<file path="src/rtl/chan_mux_rr_if.sv">
// Channel mux bus: per-channel valid/ready inputs, one registered output.
// Both modports share the same signal set; only the direction differs.
interface chan_mux_rr_if #(
  parameter int NCH  = 8,
  parameter int W    = 8,
  parameter int SELW = $clog2(NCH)
);
  logic              mode;
  logic [SELW-1:0]   sel;
  logic [NCH-1:0]    in_valid;
  logic [NCH*W-1:0]  in_data;
  logic [NCH-1:0]    in_ready;
  logic              out_valid;
  logic [W-1:0]      out_data;
  logic [SELW-1:0]   out_ch;
  logic              out_ready;

  modport master (
    output mode, sel, in_valid, in_data, out_ready,
    input  in_ready, out_valid, out_data, out_ch
  );

  modport slave (
    input  mode, sel, in_valid, in_data, out_ready,
    output in_ready, out_valid, out_data, out_ch
  );
endinterface

</file>
<file path="src/rtl/chan_mux_rr.sv">
// N-channel registered mux with direct-select and round-robin modes.
// A single output register decouples the sources from the consumer.
module chan_mux_rr #(
  parameter int NCH  = 8,
  parameter int W    = 8,
  parameter int SELW = $clog2(NCH)
) (
  input  logic          clk,
  input  logic          rst_n,
  chan_mux_rr_if.slave  bus
);

  typedef enum logic {
    EMPTY = 1'b0,
    FULL  = 1'b1
  } state_e;

  localparam logic [SELW:0]   NCH_W = (SELW+1)'(NCH);
  localparam logic [SELW-1:0] LAST  = SELW'(NCH-1);

  state_e          state_q, state_d;
  logic [W-1:0]    out_data_q, out_data_d;
  logic [SELW-1:0] out_ch_q, out_ch_d;
  logic [SELW-1:0] rr_ptr_q, rr_ptr_d;

  logic            load_ok;
  logic            accept;
  logic            gnt_vld;
  logic [SELW-1:0] gnt_idx;
  logic [SELW:0]   scan;
  logic [W-1:0]    word;
  logic [NCH-1:0]  rdy;

  // Grant: direct index, or first valid channel scanning up from rr_ptr.
  // The descending loop lets the earliest channel in scan order win.
  always_comb begin
    gnt_vld = 1'b0;
    gnt_idx = '0;
    scan    = '0;
    if (bus.mode) begin
      for (int k = NCH-1; k >= 0; k--) begin
        scan = {1'b0, rr_ptr_q} + (SELW+1)'(k);
        if (scan >= NCH_W)
          scan = scan - NCH_W;
        if (bus.in_valid[scan[SELW-1:0]]) begin
          gnt_vld = 1'b1;
          gnt_idx = scan[SELW-1:0];
        end
      end
    end else if ({1'b0, bus.sel} < NCH_W) begin
      if (bus.in_valid[bus.sel]) begin
        gnt_vld = 1'b1;
        gnt_idx = bus.sel;
      end
    end
  end

  // Select the granted channel's data word.
  always_comb begin
    word = '0;
    for (int i = 0; i < NCH; i++)
      if (gnt_idx == SELW'(i))
        word = bus.in_data[i*W +: W];
  end

  // Handshake: load when empty or draining; rdy is one-hot or zero.
  always_comb begin
    load_ok = rst_n & ((state_q == EMPTY) | bus.out_ready);
    accept  = load_ok & gnt_vld;
    rdy     = '0;
    if (accept)
      rdy[gnt_idx] = 1'b1;
  end

  // Next state for the output register and round-robin pointer.
  always_comb begin
    state_d    = state_q;
    out_data_d = out_data_q;
    out_ch_d   = out_ch_q;
    rr_ptr_d   = rr_ptr_q;
    unique case (state_q)
      EMPTY: if (accept) state_d = FULL;
      FULL:  if (!accept && bus.out_ready) state_d = EMPTY;
      default: state_d = EMPTY;
    endcase
    if (accept) begin
      out_data_d = word;
      out_ch_d   = gnt_idx;
      if (bus.mode)
        rr_ptr_d = (gnt_idx == LAST) ? '0 : gnt_idx + 1'b1;
    end
  end

  // State registers; reset discards any held word.
  always_ff @(posedge clk or negedge rst_n) begin
    if (!rst_n) begin
      state_q    <= EMPTY;
      out_data_q <= '0;
      out_ch_q   <= '0;
      rr_ptr_q   <= '0;
    end else begin
      state_q    <= state_d;
      out_data_q <= out_data_d;
      out_ch_q   <= out_ch_d;
      rr_ptr_q   <= rr_ptr_d;
    end
  end

  assign bus.in_ready  = rdy;
  assign bus.out_valid = (state_q == FULL);
  assign bus.out_data  = out_data_q;
  assign bus.out_ch    = out_ch_q;

endmodule

</file>
<file path="src/flat_wrapper.sv">
// flat-port wrapper written by rule: the top's interface ports become plain ports
module chan_mux_rr_flat 
#(
  parameter int NCH  = 8,
  parameter int W    = 8,
  parameter int SELW = $clog2(NCH)
)
  (clk, rst_n, bus_mode, bus_sel, bus_in_valid, bus_in_data, bus_out_ready, bus_in_ready, bus_out_valid, bus_out_data, bus_out_ch);
  chan_mux_rr_if #(.NCH(NCH), .W(W), .SELW(SELW)) bus_i ();
  input  logic clk;
  input  logic rst_n;
  input wire logic [$bits(bus_i.mode)-1:0] bus_mode;
  input wire logic [$bits(bus_i.sel)-1:0] bus_sel;
  input wire logic [$bits(bus_i.in_valid)-1:0] bus_in_valid;
  input wire logic [$bits(bus_i.in_data)-1:0] bus_in_data;
  input wire logic [$bits(bus_i.out_ready)-1:0] bus_out_ready;
  output wire logic [$bits(bus_i.in_ready)-1:0] bus_in_ready;
  output wire logic [$bits(bus_i.out_valid)-1:0] bus_out_valid;
  output wire logic [$bits(bus_i.out_data)-1:0] bus_out_data;
  output wire logic [$bits(bus_i.out_ch)-1:0] bus_out_ch;
  assign bus_i.mode = bus_mode;
  assign bus_i.sel = bus_sel;
  assign bus_i.in_valid = bus_in_valid;
  assign bus_i.in_data = bus_in_data;
  assign bus_i.out_ready = bus_out_ready;
  assign bus_in_ready = bus_i.in_ready;
  assign bus_out_valid = bus_i.out_valid;
  assign bus_out_data = bus_i.out_data;
  assign bus_out_ch = bus_i.out_ch;
  chan_mux_rr #(.NCH(NCH), .W(W), .SELW(SELW)) u_core (.clk(clk), .rst_n(rst_n), .bus(bus_i));
endmodule
</file>
<file path="config.mk">
export PLATFORM = sky130hd
export DESIGN_NAME = chan_mux_rr_flat
export DESIGN_NICKNAME = d
export VERILOG_FILES = /design/src/rtl/chan_mux_rr_if.sv /design/src/rtl/chan_mux_rr.sv /design/src/flat_wrapper.sv
export SDC_FILE = /design/constraint.sdc
export NUM_CORES = 1
export LEC_CHECK = 0
export ABC_AREA = 1
export BUFFER_PORTS_ARGS = -buffer_cell sky130_fd_sc_hd__buf_2
export CAP_MARGIN = 30
export CORE_MARGIN = 2
export CORE_UTILIZATION = 45
export DETAILED_ROUTE_END_ITERATION = 6
export GPL_ROUTABILITY_DRIVEN = 0
export PLACE_DENSITY = 0.81
export RECOVER_POWER = 100
export SLEW_MARGIN = 10
export SYNTH_ARGS = -nofsm -noshare
export SYNTH_HDL_FRONTEND = slang
export SYNTH_SLANG_ARGS = --single-unit
export TNS_END_PERCENT = 10
</file>
<file path="constraint.sdc">
create_clock -name clk -period 3.42 [get_ports clk]
set_input_delay 0.684 -clock clk [delete_from_list [all_inputs] [get_ports clk]]
set_output_delay 0.684 -clock clk [all_outputs]
set_load 0.05 [all_outputs]
</file>
# ---- Word-level counts from Yosys, hierarchy flattened
# Index checks and enable logic that the tools add are counted.
dict set report totals {
  out_inout_bits 20
  regBits 15
}
dict set report op_classes {
  bitwise 4
  n_eq_ne 7
  magnitude_cmp 19
  n_mux 69
  n_reduce_logical 5
  add_sub_neg 16
}
# operator n
set ops {}
lappend ops {{$mux W3} 27}
lappend ops {{$mux W8} 9}
lappend ops {{$lt A3 B4 Y1 const B} 10}
lappend ops {{$ge A4 B4 Y1 const B} 7}
lappend ops {{$bmux W1 S3} 9}
lappend ops {{$sub A3 B1 Y3 const B} 8}
lappend ops {{$mux W1} 22}
lappend ops {{$add A3 B3 Y4 const B} 4}
lappend ops {{$eq A3 B3 Y1 const B} 4}
lappend ops {{$add A3 B2 Y4 const B} 2}
lappend ops {{$eq A3 B2 Y1 const B} 2}
lappend ops {{$add A3 B1 Y4 const B} 1}
lappend ops {{$ge A3 B4 Y1 const B} 1}
lappend ops {{$add A3 B1 Y3 const B} 1}
lappend ops {{$demux W1 S3} 1}
lappend ops {{$eq A3 B1 Y1 const B} 1}
lappend ops {{$ge A3 B1 Y1 const B} 1}
lappend ops {{$logic_not A3 Y1} 1}
lappend ops {{$and A1 B1 Y1} 2}
lappend ops {{$logic_and A1 B1 Y1} 2}
lappend ops {{$pmux W1 S2} 1}
lappend ops {{$reduce_and A2 Y1} 1}
lappend ops {{$logic_not A1 Y1} 1}
lappend ops {{$not A1 Y1} 1}
lappend ops {{$or A1 B1 Y1} 1}

# ---- Depth between registers and ports, before layout
# Gate-level depths: netlist of the first run.
dict set report depth {
  ltp_word 24
  ltp_mapped 30
}

# ---- Worst setup path after synthesis of the first run
# No wires, ideal clock.
dict set report synth_path {
  path_type {reg2out}
  startpoint {register u_core.rr_ptr_q[1]}
  endpoint {output bus_in_ready[0]}
  required_ps 2736
  t_arrival_ps 3280
  setup_slack_ps -544
  path_buffers 3
  path_stages_with_launch 19
  path_cell_list {dfrtp_1 buf_6 inv_4 ha_1 inv_1 nand3_1 nand2_1 nor2_1 nor2_1 nand2_1 nand2_1 nand2_1 nand2_1 nand2_2 a21boi_4 inv_4 buf_6 buf_6 nor3_1}
}
dict set report synth_via {
  elab_chain_cells 20
  word_cells_on_any_way 80
  classes_between {15 x add/sub; 10 x order compare; 53 x mux; 1 x bitwise; 1 x reduce/logical}
}
# element line_no
set synth_lines {}
lappend synth_lines {{start: declaration} chan_mux_rr.sv:24} ;# logic [SELW-1:0] rr_ptr_q, rr_ptr_d;
lappend synth_lines {{start signal: assignment} chan_mux_rr.sv:105} ;# rr_ptr_q <= rr_ptr_d;
lappend synth_lines {{$add A3 B3 Y4} chan_mux_rr.sv:42} ;# scan = {1'b0, rr_ptr_q} + (SELW+1)'(k);
lappend synth_lines {{$ge A4 B4 Y1 / $sub A3 B1 Y3 (equally long branches)} {chan_mux_rr.sv:43, chan_mux_rr.sv:44}}
lappend synth_lines {{$mux W3} chan_mux_rr.sv:43} ;# if (scan >= NCH_W)
lappend synth_lines {{$mux W3} chan_mux_rr.sv:40} ;# if (bus.mode) begin
lappend synth_lines {{$bmux W1 S3} chan_mux_rr.sv:45} ;# if (bus.in_valid[scan[SELW-1:0]]) begin
lappend synth_lines {{$mux W1 (implied by the code)} chan_mux_rr.sv:45}
lappend synth_lines {{$mux W3 (8 in series)} chan_mux_rr.sv:45}
lappend synth_lines {{$mux W3} chan_mux_rr.sv:40}
lappend synth_lines {{$lt A3 B4 Y1 (implied by the code) / $ge A3 B1 Y1 (equally long branches)} chan_mux_rr.sv:72} ;# rdy[gnt_idx] = 1'b1;
lappend synth_lines {{$logic_and A1 B1 Y1 (implied by the code)} chan_mux_rr.sv:72}
lappend synth_lines {{$mux W1 (implied by the code)} chan_mux_rr.sv:72}
lappend synth_lines {{$demux W1 S3} n/a}
lappend synth_lines {{$mux W8 (*)} chan_mux_rr.sv:71} ;# if (accept)
lappend synth_lines {{end: declaration} flat_wrapper.sv:17} ;# output wire logic [$bits(bus_i.in_ready)-1:0] bus_in_ready;
# Mark *: on every way between the ends. The rest lies on a longest branch, timed or not. The select of a mux whose other input is x is not followed.

# ---- Final worst setup path of the first run
dict set report layout_path {
  startpoint {register u_core.rr_ptr_q[1]}
  endpoint {output bus_in_ready[5]}
}
dict set report layout_via {
  elab_chain_cells 20
  word_cells_on_any_way 80
  classes_between {15 x add/sub; 10 x order compare; 53 x mux; 1 x bitwise; 1 x reduce/logical}
}
# element line_no
set layout_lines {}
lappend layout_lines {{$add A3 B3 Y4} chan_mux_rr.sv:42}
lappend layout_lines {{$ge A4 B4 Y1 / $sub A3 B1 Y3 (equally long branches)} {chan_mux_rr.sv:43, chan_mux_rr.sv:44}}
lappend layout_lines {{$mux W3} chan_mux_rr.sv:43}
lappend layout_lines {{$mux W3} chan_mux_rr.sv:40}
lappend layout_lines {{$bmux W1 S3} chan_mux_rr.sv:45}
lappend layout_lines {{$mux W1 (implied by the code)} chan_mux_rr.sv:45}
lappend layout_lines {{$mux W3 (7 in series)} chan_mux_rr.sv:45}
lappend layout_lines {{$mux W3 (*)} chan_mux_rr.sv:45}
lappend layout_lines {{$mux W3 (*)} chan_mux_rr.sv:40}
lappend layout_lines {{via u_core.gnt_idx[0]} chan_mux_rr.sv:29} ;# logic [SELW-1:0] gnt_idx;
lappend layout_lines {{$lt A3 B4 Y1 (implied by the code) / $ge A3 B1 Y1 (equally long branches)} chan_mux_rr.sv:72}
lappend layout_lines {{$logic_and A1 B1 Y1 (implied by the code)} chan_mux_rr.sv:72}
lappend layout_lines {{$mux W1 (implied by the code)} chan_mux_rr.sv:72}
lappend layout_lines {{$demux W1 S3 (*)} n/a}
lappend layout_lines {{$mux W8 (*)} chan_mux_rr.sv:71}
# The timed path passes the listed nets; every way through them passes the cells marked *. The select of a mux whose other input is x is not followed.

==> impl_results.md, run 1 <==
- Share of cells above drive strength 1: 38.5%
- Max-slew headroom: 44.3%
- Hold buffer count at CTS: 0
- Final wirelength: 8.85 mm
- Buffers from clock root to sink, at most: 2
- Starting Density: 47.0%
- Clock Skews: 0.00131 ns
- Maxcap violations: 0
- Sequential share of power: 6.7%
- # H-tree levels: 1
- Post-synthesis mux area share: 0%
- Post-synthesis compound-gate area fraction: 12.5%
- Most common cell after layout, fill and taps aside: nand2_1
- Failing checks: setup timing
- Post-route setup slack: -0.142 ns
- Mapped Area: 0.00242 mm^2
- Bufs and invs on worst path: 7
- Delay-heaviest family, CP: simple AND/OR/NAND/NOR gates
- Via Count: 3,454
- CP peak stage delay: 0.42 ns
- Sw Ratio: 58.7%
- Adder-Cell Fraction of Synth Area: 3.62%
- Setup-failing EPs final: 9
- Worst setup SP type: flop
- Post-route antenna net violation count: 0
- Status: finished, violations left
- Fillers: 405
- Multi-input logic area: 0.00192 mm^2
- YS warnings: 0
- Flops & latches, synth: 15
- Max Clk Rate: 281 MHz
- Final cycle utilization of the critical path: 104%
- Die width: 77.3 um
- CP max-delay cell: dfrtp_1
- Worst-margin pin slew: 0.835 ns
- Via density: 5.34
- Initial antenna violation count: 0
- Final Slew Violations: 0
- Final-report hold violation count: 0
- Final net count: 664
- GR Util All Layers: 26.1%
- Syn nets: 531
- Pwr dens: 1290 mW/mm^2
- IO Pins: 99
- Die Ht: 77.3 um
- Leakage: 2.09 nW
- Crit path capture type: primary output
- Crit path time final: 3.56 ns
- Initial DRC count: 284
- Crit path top cell by count: nand2_1
- Cell row count: 26
- Total area of sequential cells: 375 um^2
- Gate power share: 90.1%
- Crit-path cells: buf_6 > buf_4 > nand2_1 > nand2_2 > inv_2 > nand3_2 > nand2_1 > nand2_2 > buf_4 > nand2_1 > nand2_1 > a21oi_1 > o21ai_1 > nand2_1 > a22oi_2 > inv_2 > buf_4 > nand2_4 > nor3_4 > buf_6
- Pwr Total: 0.00471 W
- Worst Path Max Fanout: 7
- Unrepaired setup endpoints after global routing: true
- First drt pass iteration count: 5
- # diodes: 0
- Core footprint: 0.00514 mm^2
- Clock-pin slew on the worst setup and hold paths: 0.07 ns
- Largest net degree at the start of global routing: 23
- Crit Path Category: flop to primary output
- Main combinational cell family by area after synthesis: simple AND/OR/NAND/NOR gates
- Xor/xnor share of the synthesized area: 0.362%
- Sw power: 0.00276 W
- Total CTS buffers: 3
- Req. time, crit path: 2.74 ns
- HP Class: flop to flop
- TritonCTS Sinks: 15
- First-pass GRT wire length: 13.1 mm
- Total grt overflow: 0
- Critical path arrival: 2.88 ns
- Util after Layout: 71.1%
- DRC viols: 0
- Post-Synthesis Cells: 445
- Detail Placement HPWL: 6.04 mm
- Worst skew pair latency: 0.26 ns
- Layout area overhead: 51.1%
- CTS tree: yes
- Vias in the first global route: 3,009
- Post-Syn Area per Cell: 5.43 um^2
- Hold Slack: 0.490 ns
- Clk root buf: clkbuf_8
- IO Port Bufs: 98
- Clk network pwr share: 3.2%
- Yosys cell types: 31
- Internal cell power: 0.00195 W
- Die ar.: 0.00597 mm^2
- Synth Area in Simple Gates: 50.5%
- Max IR drop VDD: 0.645 mV
- Register area share after synthesis: 15.5%
- Most frequent cells in the layout: nand2_1 (135), buf_2 (78), inv_1 (62), buf_4 (42), nand3_1 (38)
- DR WL/cell: 13.7 um
-- power groups by stage --
stage / Sequential [W] / Clock, W / Combinational [W]
after floorplan: 0.000489 / 0 / 0.00222
after global placement: 0.000306 / 0 / 0.00331
after detailed placement: 0.000306 / 0 / 0.00337
after CTS: 0.000305 / 0.000149 / 0.00357
after global routing: 0.000321 / 0.000156 / 0.00461
final: 0.000316 / 0.000152 / 0.00424
-- synthesized netlist by cell type --
master	n	share of area (%)
o41ai_1	1	0.36
o21ai_1	8	1.7
nand2_4	1	0.47
inv_2	4	0.62
nor2_1	24	3.7
nor3_1	4	0.83
inv_4	2	0.52
clkbuf_1	9	1.4
buf_2	4	0.83
nand3_2	8	3.3
nand2_1	151	23
nand4_1	22	5.7
xor2_1	1	0.36
nand2_2	8	2.1
nand3_1	48	9.9
o221ai_1	1	0.36
a21oi_1	13	2.7
nor2_4	1	0.47
a22oi_1	1	0.31
clkinv_1	8	1.2
o211ai_1	2	0.62
buf_6	4	1.9
ha_1	7	3.6
o21ai_0	24	5.0
a21boi_4	1	0.78
buf_4	2	0.62
dfrtp_1	15	16
o32ai_1	2	0.72
or2_2	1	0.26
nand3b_1	1	0.31
inv_1	67	10
-- sequential cells by signal (all words and copies together), names as in the netlist --
register              flops
u_core.bus.out_data       8
u_core.bus.out_valid      1
u_core.rr_ptr_q           3
u_core.bus.out_ch         3
-- stage by stage --
step	setup WS [ns]	cell area [um^2]	setup TNS, ns	instances
after floorplan	-0.175	2440	-2.28	445
after global placement	-0.0393	3170	-0.258	630
after detailed placement	-0.166	3170	-1.69	630
after CTS	-0.0104	3370	-0.0167	638
after global routing	-0.233	3650	-2.46	647
final	-0.142	3650	-0.801	647
-- path summary, 6_finish.rpt --
kind | start | end | slack, ns | cells after the start
setup / recovery | u_core.rr_ptr_q[1] | bus_in_ready[5] | -0.14 | 20
hold / removal | u_core.bus.out_ch[0] | u_core.bus.out_ch[0] | 0.49 | 2
setup reg to reg | u_core.rr_ptr_q[1] | u_core.bus.out_data[1] | -0.03 | 28
hold reg to reg | u_core.bus.out_ch[0] | u_core.bus.out_ch[0] | 0.49 | 2
max in group asynchronous | rst_n | u_core.rr_ptr_q[2] | 2.31 | 2
min in group asynchronous | rst_n | u_core.bus.out_valid | 0.60 | 2
-- metal layers --
| metal | wire length (um) | up-vias | track usage, % |
|---|---|---|---|
| met1 | 3620 | 1536 | 33.0 |
| met3 | 676 | 30 | 2.00 |
| met4 | 272 | 0 | 7.32 |
| met2 | 4280 | 215 | 47.3 |
| li1 | - | 1673 | - |
| met5 | 0 | - | 0 |
-- repair_timing --
| action | in CTS | in global routing |
|---|---|---|
| cloned | 0 | 1 |
| gates resized for setup | 39 | 59 |
| buffers inserted | 4 | 8 |
| pin swaps | 7 | 23 |
| setup endpoints to repair | 16 | 16 |
-- final cells by class --
| class | count | share of cell area (%) |
|---|---|---|
| clock buffer | 3 | 1.13 |
| clock inverter | 1 | 0.137 |
| timing repair inverter | 1 | 0.206 |
| multi-input combinational | 330 | 52.4 |
| timing repair buffer | 146 | 24.8 |
| inverter | 81 | 8.63 |
| tap | 70 | 2.40 |
| sequential | 15 | 10.3 |
-- logic make-up after synthesis --
group                      Yosys count
buffers and inverters              100
AOI/OAI and AO/OA                   53
adders and majority gates            7
and+or+nand+nor                    269
xor gates and xnor gates             1
DFF                                 15
-- worst min-delay path: stages, from the launching register on --
cell,delay (ns)
dfrtp_1,0.35
nand2_1,0.05
nand2_1,0.05
No activity file was read; power rests on OpenSTA's default activity.
==> run 2: changes to the inputs <==
--- a/config.mk
+++ b/config.mk
@@ -5,11 +5,11 @@
 export SDC_FILE = /design/constraint.sdc
 export NUM_CORES = 1
 export LEC_CHECK = 0
-export ABC_AREA = 1
+export ABC_AREA = 0
 export BUFFER_PORTS_ARGS = -buffer_cell sky130_fd_sc_hd__buf_2
 export CAP_MARGIN = 30
 export CORE_MARGIN = 2
-export CORE_UTILIZATION = 45
+export CORE_UTILIZATION = 44
 export DETAILED_ROUTE_END_ITERATION = 6
 export GPL_ROUTABILITY_DRIVEN = 0
 export PLACE_DENSITY = 0.81
==> run 2 against run 1 <==
Compared with the run above:
- the run still ends with setup timing left
- fmax is 9.8% lower
- first-iteration DRC count shrank 39%
- register-to-register slack lost 0.40 ns
- critical path depth fell by 8
- routed wire length down 5.2%
- cell count fell by 20%
- sequential share of layout area is essentially flat
- final area decreased by 0.14%
- power up 3.5%
==> impl_results.md, run 2 <==
- Clk root buf: clkbuf_8
- Hold wc startpoint: u_core.bus.out_ch[2]
- Max IR drop VDD: 0.684 mV
- Post-Synthesis Cells: 294
- Die ar.: 0.00576 mm^2
- Final cycle utilization of the critical path: 116%
- Die Ht: 75.9 um
- Die width: 75.9 um
- Cell row count: 26
- Crit-path cells: inv_4 > ha_4 > mux4_2 > mux2_4 > or3_1 > a21o_1 > a211oi_2 > or3_4 > inv_8 > buf_8 > nor3_4 > buf_6
- Crit path capture type: primary output
- Worst skew pair latency: 0.25 ns
- Synth Area in Simple Gates: 20.1%
- CP max-delay cell: mux4_2
- Total grt overflow: 0
- IO Port Bufs: 98
- Final Non-Filler Cells: 516
- DR WL/cell: 16.2 um
- # H-tree levels: 1
- Cell taking the most area after synthesis: dfrtp_1
- Clock Skews: 0.00142 ns
- Leakage: 1.62 nW
- Yosys cell types: 49
- Gate power share: 90.0%
- Detail Placement HPWL: 6.29 mm
- Vias in the first global route: 2,928
- Initial DRC count: 172
- Setup tns final: -6.85 ns
- Max Clk Rate: 253 MHz
- Initial antenna violation count: 0
- Worst Path Max Fanout: 5
- Post-route antenna net violation count: 0
- Failing checks: setup timing
- Via density: 5.84
- Pwr dens: 1340 mW/mm^2
- Share of cells above drive strength 1: 48.7%
- Maxcap violations: 0
- Max-slew headroom: 42.3%
- IO Pins: 99
- Util after Layout: 72.3%
- GR Util All Layers: 27.8%
- Adder-Cell Fraction of Synth Area: 3.85%
- Unrepaired setup endpoints after global routing: true
- TritonCTS Sinks: 15
- Main combinational cell family by area after synthesis: compound AO/OA/AOI/OAI gates
- WHS Endpoint: u_core.bus.out_ch[2]
- Max FFs per register: 8
- Most frequent cells after synthesis: a21oi_1 (35), nand2_1 (28), o21ai_0 (25)
- Syn nets: 380
- Final-report hold violation count: 0
- CP peak stage delay: 0.54 ns
- R2R depth: 17
- Final wirelength: 8.38 mm
- First drt pass iteration count: 5
- Met2 Routed Length: 4.42 mm
- Sw power: 0.00257 W
- DP Cell Count: 510
- Layout area overhead: 60.3%
- Final Slew Violations: 0
- DRC viols: 0
- Crit path time final: 3.95 ns
- Post-Syn Area per Cell: 7.74 um^2
- Top layer in use: met4
- Worst-margin pin slew: 0.866 ns
- Synth area leaders: dfrtp_1 (16%), mux4_2 (11%), a21oi_1 (7.7%)
- Xor/xnor share of the synthesized area: 1.92%
- Register area share after synthesis: 16.5%
- Setup-failing EPs final: 16
- Buffers from clock root to sink, at most: 2
- Req. time, crit path: 2.74 ns
- R2R Setup Slk: -0.43 ns
- Flops & latches, synth: 15
- Met3 Wirelength: 530 um
- Most common cell after layout, fill and taps aside: buf_2
- Post-synthesis mux area share: 17.3%
- HP Class: flop to flop
- Worst Setup SP: u_core.rr_ptr_q[0]
- Mapped Area: 0.00228 mm^2
- Ys async rst share: 100%
- Reg2reg start: u_core.rr_ptr_q[0]
- Worst R2R End: u_core.bus.out_data[6]
- First-pass GRT wire length: 13.3 mm
- Dominant cell by count in the synthesized netlist: a21oi_1
- Hold path cells: 2
- Wire length on met1: 3.25 mm
- Sequential share of power: 6.9%
- Via Count: 3,014
- Status: finished, violations left
- Worst setup SP type: flop
- EDFF count, synth: 0
- Internal cell power: 0.00231 W
- Most frequent cells in the layout: buf_2 (77), buf_4 (60), a21oi_1 (34), nand2_1 (28), nor2_1 (19)
- Clock-pin slew on the worst setup and hold paths: 0.06 ns
- CTS tree: yes
- Total CTS buffers: 3
- Sw Ratio: 52.7%
- Clk network pwr share: 3.1%
- Post-synthesis compound-gate area fraction: 33.7%
- Fillers: 382
- Area share of the largest cell type after synthesis: 16.5%
- Starting Density: 45.1%
- Final net count: 533
- Ys flop type: dfrtp_1
- Crit Path Category: flop to primary output
- Post-route setup slack: -0.531 ns
- Largest net degree at the start of global routing: 22
- YS warnings: 0
- Core footprint: 0.00504 mm^2
- Critical path arrival: 3.27 ns
- # diodes: 0
## run 2: cell types whose count changed in the layout (fill, tap and decap cells not counted), moves of 10 or more
cell and delta:
nand2_1 -107, inv_1 -58, nand3_1 -35, a21oi_1 +22
nand2_2 -22, nand4_1 -21, buf_4 +18, nand3_2 -17
a211oi_2 +12, a22o_1 +11, mux4_2 +11, a22oi_1 +10
## run 2: repair_timing
action	in CTS	in global routing
pin swaps	10	7
gates resized for setup	29	17
endpoints found under the setup margin	16	16
hold buffers	0	0
setup buffers	1	1
## run 2: cells by family after synthesis
| family | after synthesis |
|---|---|
| XOR/XNOR | 5 |
| AO/OA/AOI/OAI | 117 |
| multiplexers | 25 |
| adder cells (fa/ha/maj) | 7 |
| buffers and inverters | 32 |
| AND/OR/NAND/NOR | 93 |
| flip-flops | 15 |
## run 2: metrics by stage
stage               instance area (um^2)  hold slack, ns  worst slack (ns)  power, W
finish                              3650           0.481            -0.531   0.00488
global route                        3650           0.532            -0.645   0.00522
CTS                                 3590           0.394            -0.484   0.00464
detailed placement                  3440           0.467            -0.663   0.00435
global placement                    3440           0.458            -0.549   0.00425
floorplan                           2470           0.388            -0.664   0.00310
## run 2: how the worst max path moves through the flow
stage | end | slack, ns | cells past startpoint
finish | bus_in_ready[2] | -0.53 | 12
global route | bus_in_ready[2] | -0.64 | 12
CTS | bus_in_ready[6] | -0.48 | 12
detailed placement | bus_in_ready[3] | -0.66 | 12
global placement | u_core.bus.out_data[1] | -0.55 | 15
floorplan | bus_in_ready[3] | -0.66 | 14
## run 2: layout make-up
class | instances | area (um^2) | area share, %
clock buffers | 4 | 45.0 | 1.23
inverters | 11 | 57.6 | 1.58
multi-input cells | 247 | 1970 | 54.0
flip-flops and latches | 15 | 377 | 10.3
well taps | 70 | 87.6 | 2.40
repair buffers | 169 | 1110 | 30.5
## run 2: worst max-delay path, delay by kind of cell (launching register included)
kind	cells	cell delay, ns
flip-flops	1	0.41
adder cells (fa/ha/maj)	1	0.29
buffers and inverters	4	0.42
AO/OA/AOI/OAI	2	0.38
multiplexers	2	0.84
AND/OR/NAND/NOR	3	0.66
## run 2: per-layer routing
layer | global-route usage (%) | up-vias
li1 | - | 1431
met1 | 33.0 | 1412
met2 | 51.2 | 153
met3 | 4.40 | 18
met4 | 9.09 | 0
met5 | 0 | -
## run 2: power groups by stage
stage          logic (W)  registers, W  clock network, W
3_5_place_dp     0.00403      0.000326                 0
4_1_cts          0.00417      0.000325          0.000153
3_3_place_gp     0.00393      0.000323                 0
6_report         0.00439      0.000336          0.000151
2_1_floorplan    0.00255      0.000556                 0
5_1_grt          0.00472      0.000341          0.000164
==> run 3: changes to the inputs <==
--- a/config.mk
+++ b/config.mk
@@ -12,8 +12,9 @@
 export CORE_UTILIZATION = 44
 export DETAILED_ROUTE_END_ITERATION = 6
 export GPL_ROUTABILITY_DRIVEN = 0
-export PLACE_DENSITY = 0.81
+export PLACE_DENSITY = 0.78
 export RECOVER_POWER = 100
+export SETUP_SLACK_MARGIN = 0.5
 export SLEW_MARGIN = 10
 export SYNTH_ARGS = -nofsm -noshare
 export SYNTH_HDL_FRONTEND = slang
==> run 3 against run 2 <==
Compared with the run above:
- the flow still finishes with violations (setup timing)
- routed wire length rose by 3.9%
- non-clock buffer count is 12 higher
- clock-buffer cell count down 1
- worst hold slack better by 0.033 ns
- first-iteration DRC count is 1.7% lower
- critical path type unchanged
- highest routed layer unchanged
==> impl_results.md, run 3 (synthesis gave the netlist of run 2 again) <==
- TritonCTS Sinks: 15
- R2R depth: 17
- Die width: 75.9 um
- DRC viols: 0
- Final Slew Violations: 0
- Worst Setup SP: u_core.rr_ptr_q[1]
- Final cycle utilization of the critical path: 118%
- Util after Layout: 74.1%
- Setup-failing EPs final: 16
- Critical path arrival: 3.34 ns
- Cell row count: 26
- Worst Path Max Fanout: 5
- Setup WS pre-CTS: -0.640 ns
- Max-slew headroom: 39.9%
- Initial antenna violation count: 0
- Hold buffer count at CTS: 0
- Most common cell after layout, fill and taps aside: buf_2
- Layout area overhead: 64.2%
- Failing checks: setup timing
- Max IR drop VDD: 0.676 mV
- Final net count: 545
- Die ar.: 0.00576 mm^2
- Total CTS buffers: 3
- Clock-pin slew on the worst setup and hold paths: 0.06 ns
- Core footprint: 0.00504 mm^2
- First drt pass iteration count: 4
- R2R Setup Slk: -0.50 ns
- Die Ht: 75.9 um
- Pwr Total: 0.00506 W
- DR WL/cell: 16.5 um
- Worst-margin pin slew: 0.902 ns
- Reg2reg start: u_core.rr_ptr_q[1]
- HP Class: flop to flop
- CTS tree: yes
- IO Port Bufs: 98
- IO Pins: 99
- Largest net degree at the start of global routing: 21
- Crit path capture type: primary output
- Via Count: 3,070
- Starting Density: 45.1%
- Share of cells above drive strength 1: 50.2%
- Via density: 5.81
- Buffers from clock root to sink, at most: 2
- # diodes: 0
- Status: finished, violations left
- Crit Path Category: flop to primary output
- Crit path time final: 4.02 ns
- Leakage: 1.68 nW
- Worst setup SP type: flop
- Clock Skews: 0.00666 ns
- Clk root buf: clkbuf_8
- Setup crit end: bus_in_ready[7]
- Vias in the first global route: 2,866
- Req. time, crit path: 2.74 ns
- Worst skew pair latency: 0.26 ns
- Detail Placement HPWL: 6.39 mm
- Post-route antenna net violation count: 0
- GR Util All Layers: 27.9%
- Total grt overflow: 0
- Post-route setup slack: -0.600 ns
- DP Cell Count: 515
- Worst R2R End: u_core.bus.out_data[7]
- Final-report hold violation count: 0
- Pwr dens: 1360 mW/mm^2
- Final Non-Filler Cells: 528
- Final wirelength: 8.71 mm
- Max Clk Rate: 249 MHz
- Initial DRC count: 169
- # H-tree levels: 1
- Maxcap violations: 0
- Unrepaired setup endpoints after global routing: true
- Setup tns final: -8.25 ns
- Most frequent cells in the layout: buf_2 (78), buf_4 (72), a21oi_1 (33), nand2_1 (27), nor2_1 (18)
- Max FFs per register: 8
- First-pass GRT wire length: 13.3 mm
run 3: cell types whose count changed in the layout (fill, tap and decap cells not counted), sizes merged:
cell and delta:
clkinv +1, clkbuf -2, buf +13
run 3: cell type report:
cell class	instances	area [um^2]
timing repair buffer	181	1210
sequential	15	377
tap	70	87.6
clock inverter	1	5.00
multi-input combinational	247	1960
fill	366	1310
clock buffer	3	41.3
inverter	11	56.3
run 3: worst min path at each step:
stage	end	slack, ns	startpoint	cells after the start
final	u_core.bus.out_ch[0]	0.51	u_core.bus.out_ch[0]	2
after CTS	u_core.bus.out_ch[1]	0.39	rst_n	2
after global placement	u_core.bus.out_ch[2]	0.46	u_core.bus.out_ch[2]	2
after detailed placement	u_core.bus.out_ch[2]	0.47	u_core.bus.out_ch[2]	2
after floorplan	u_core.bus.out_ch[0]	0.39	rst_n	0
after global routing	u_core.bus.out_ch[0]	0.54	u_core.bus.out_ch[0]	2
run 3: report_power, final:
| part | switching (W) | internal, W |
|---|---|---|
| combinational | 0.00253 | 0.00205 |
| sequential | 0.0000656 | 0.000265 |
| clock | 0.0000704 | 0.0000809 |
run 3: worst max-delay path: stages, from the launching register on:
cell and delay (ns):
dfrtp_1 0.41, inv_4 0.06, ha_4 0.30, mux4_2 0.55, mux2_4 0.32, buf_4 0.14
a21o_1 0.17, a211oi_1 0.26, o21a_1 0.17, or3_4 0.17, inv_8 0.05, buf_8 0.14
nor3_4 0.16, buf_6 0.19
run 3: timing repair:
item,CTS,global route
hold endpoints to repair,0,0
setup buffers,2,7
resized for setup,31,15
endpoints found under the setup margin,20,22
pin swaps,11,8
run 3: metal layers:
metal  vias up  track usage (%)  routed length [um]
met5         -                0                   0
li1       1451                -                   -
met4         0             8.36                 255
met3        30             5.12                 647
met1      1437             32.2                3240
met2       152             52.2                4570
run 3: metrics by stage:
step | hold slack, ns | cell area, um^2
6_report | 0.513 | 3740
5_1_grt | 0.544 | 3740
4_1_cts | 0.388 | 3660
3_5_place_dp | 0.470 | 3480
3_3_place_gp | 0.458 | 3480
2_1_floorplan | 0.388 | 2470
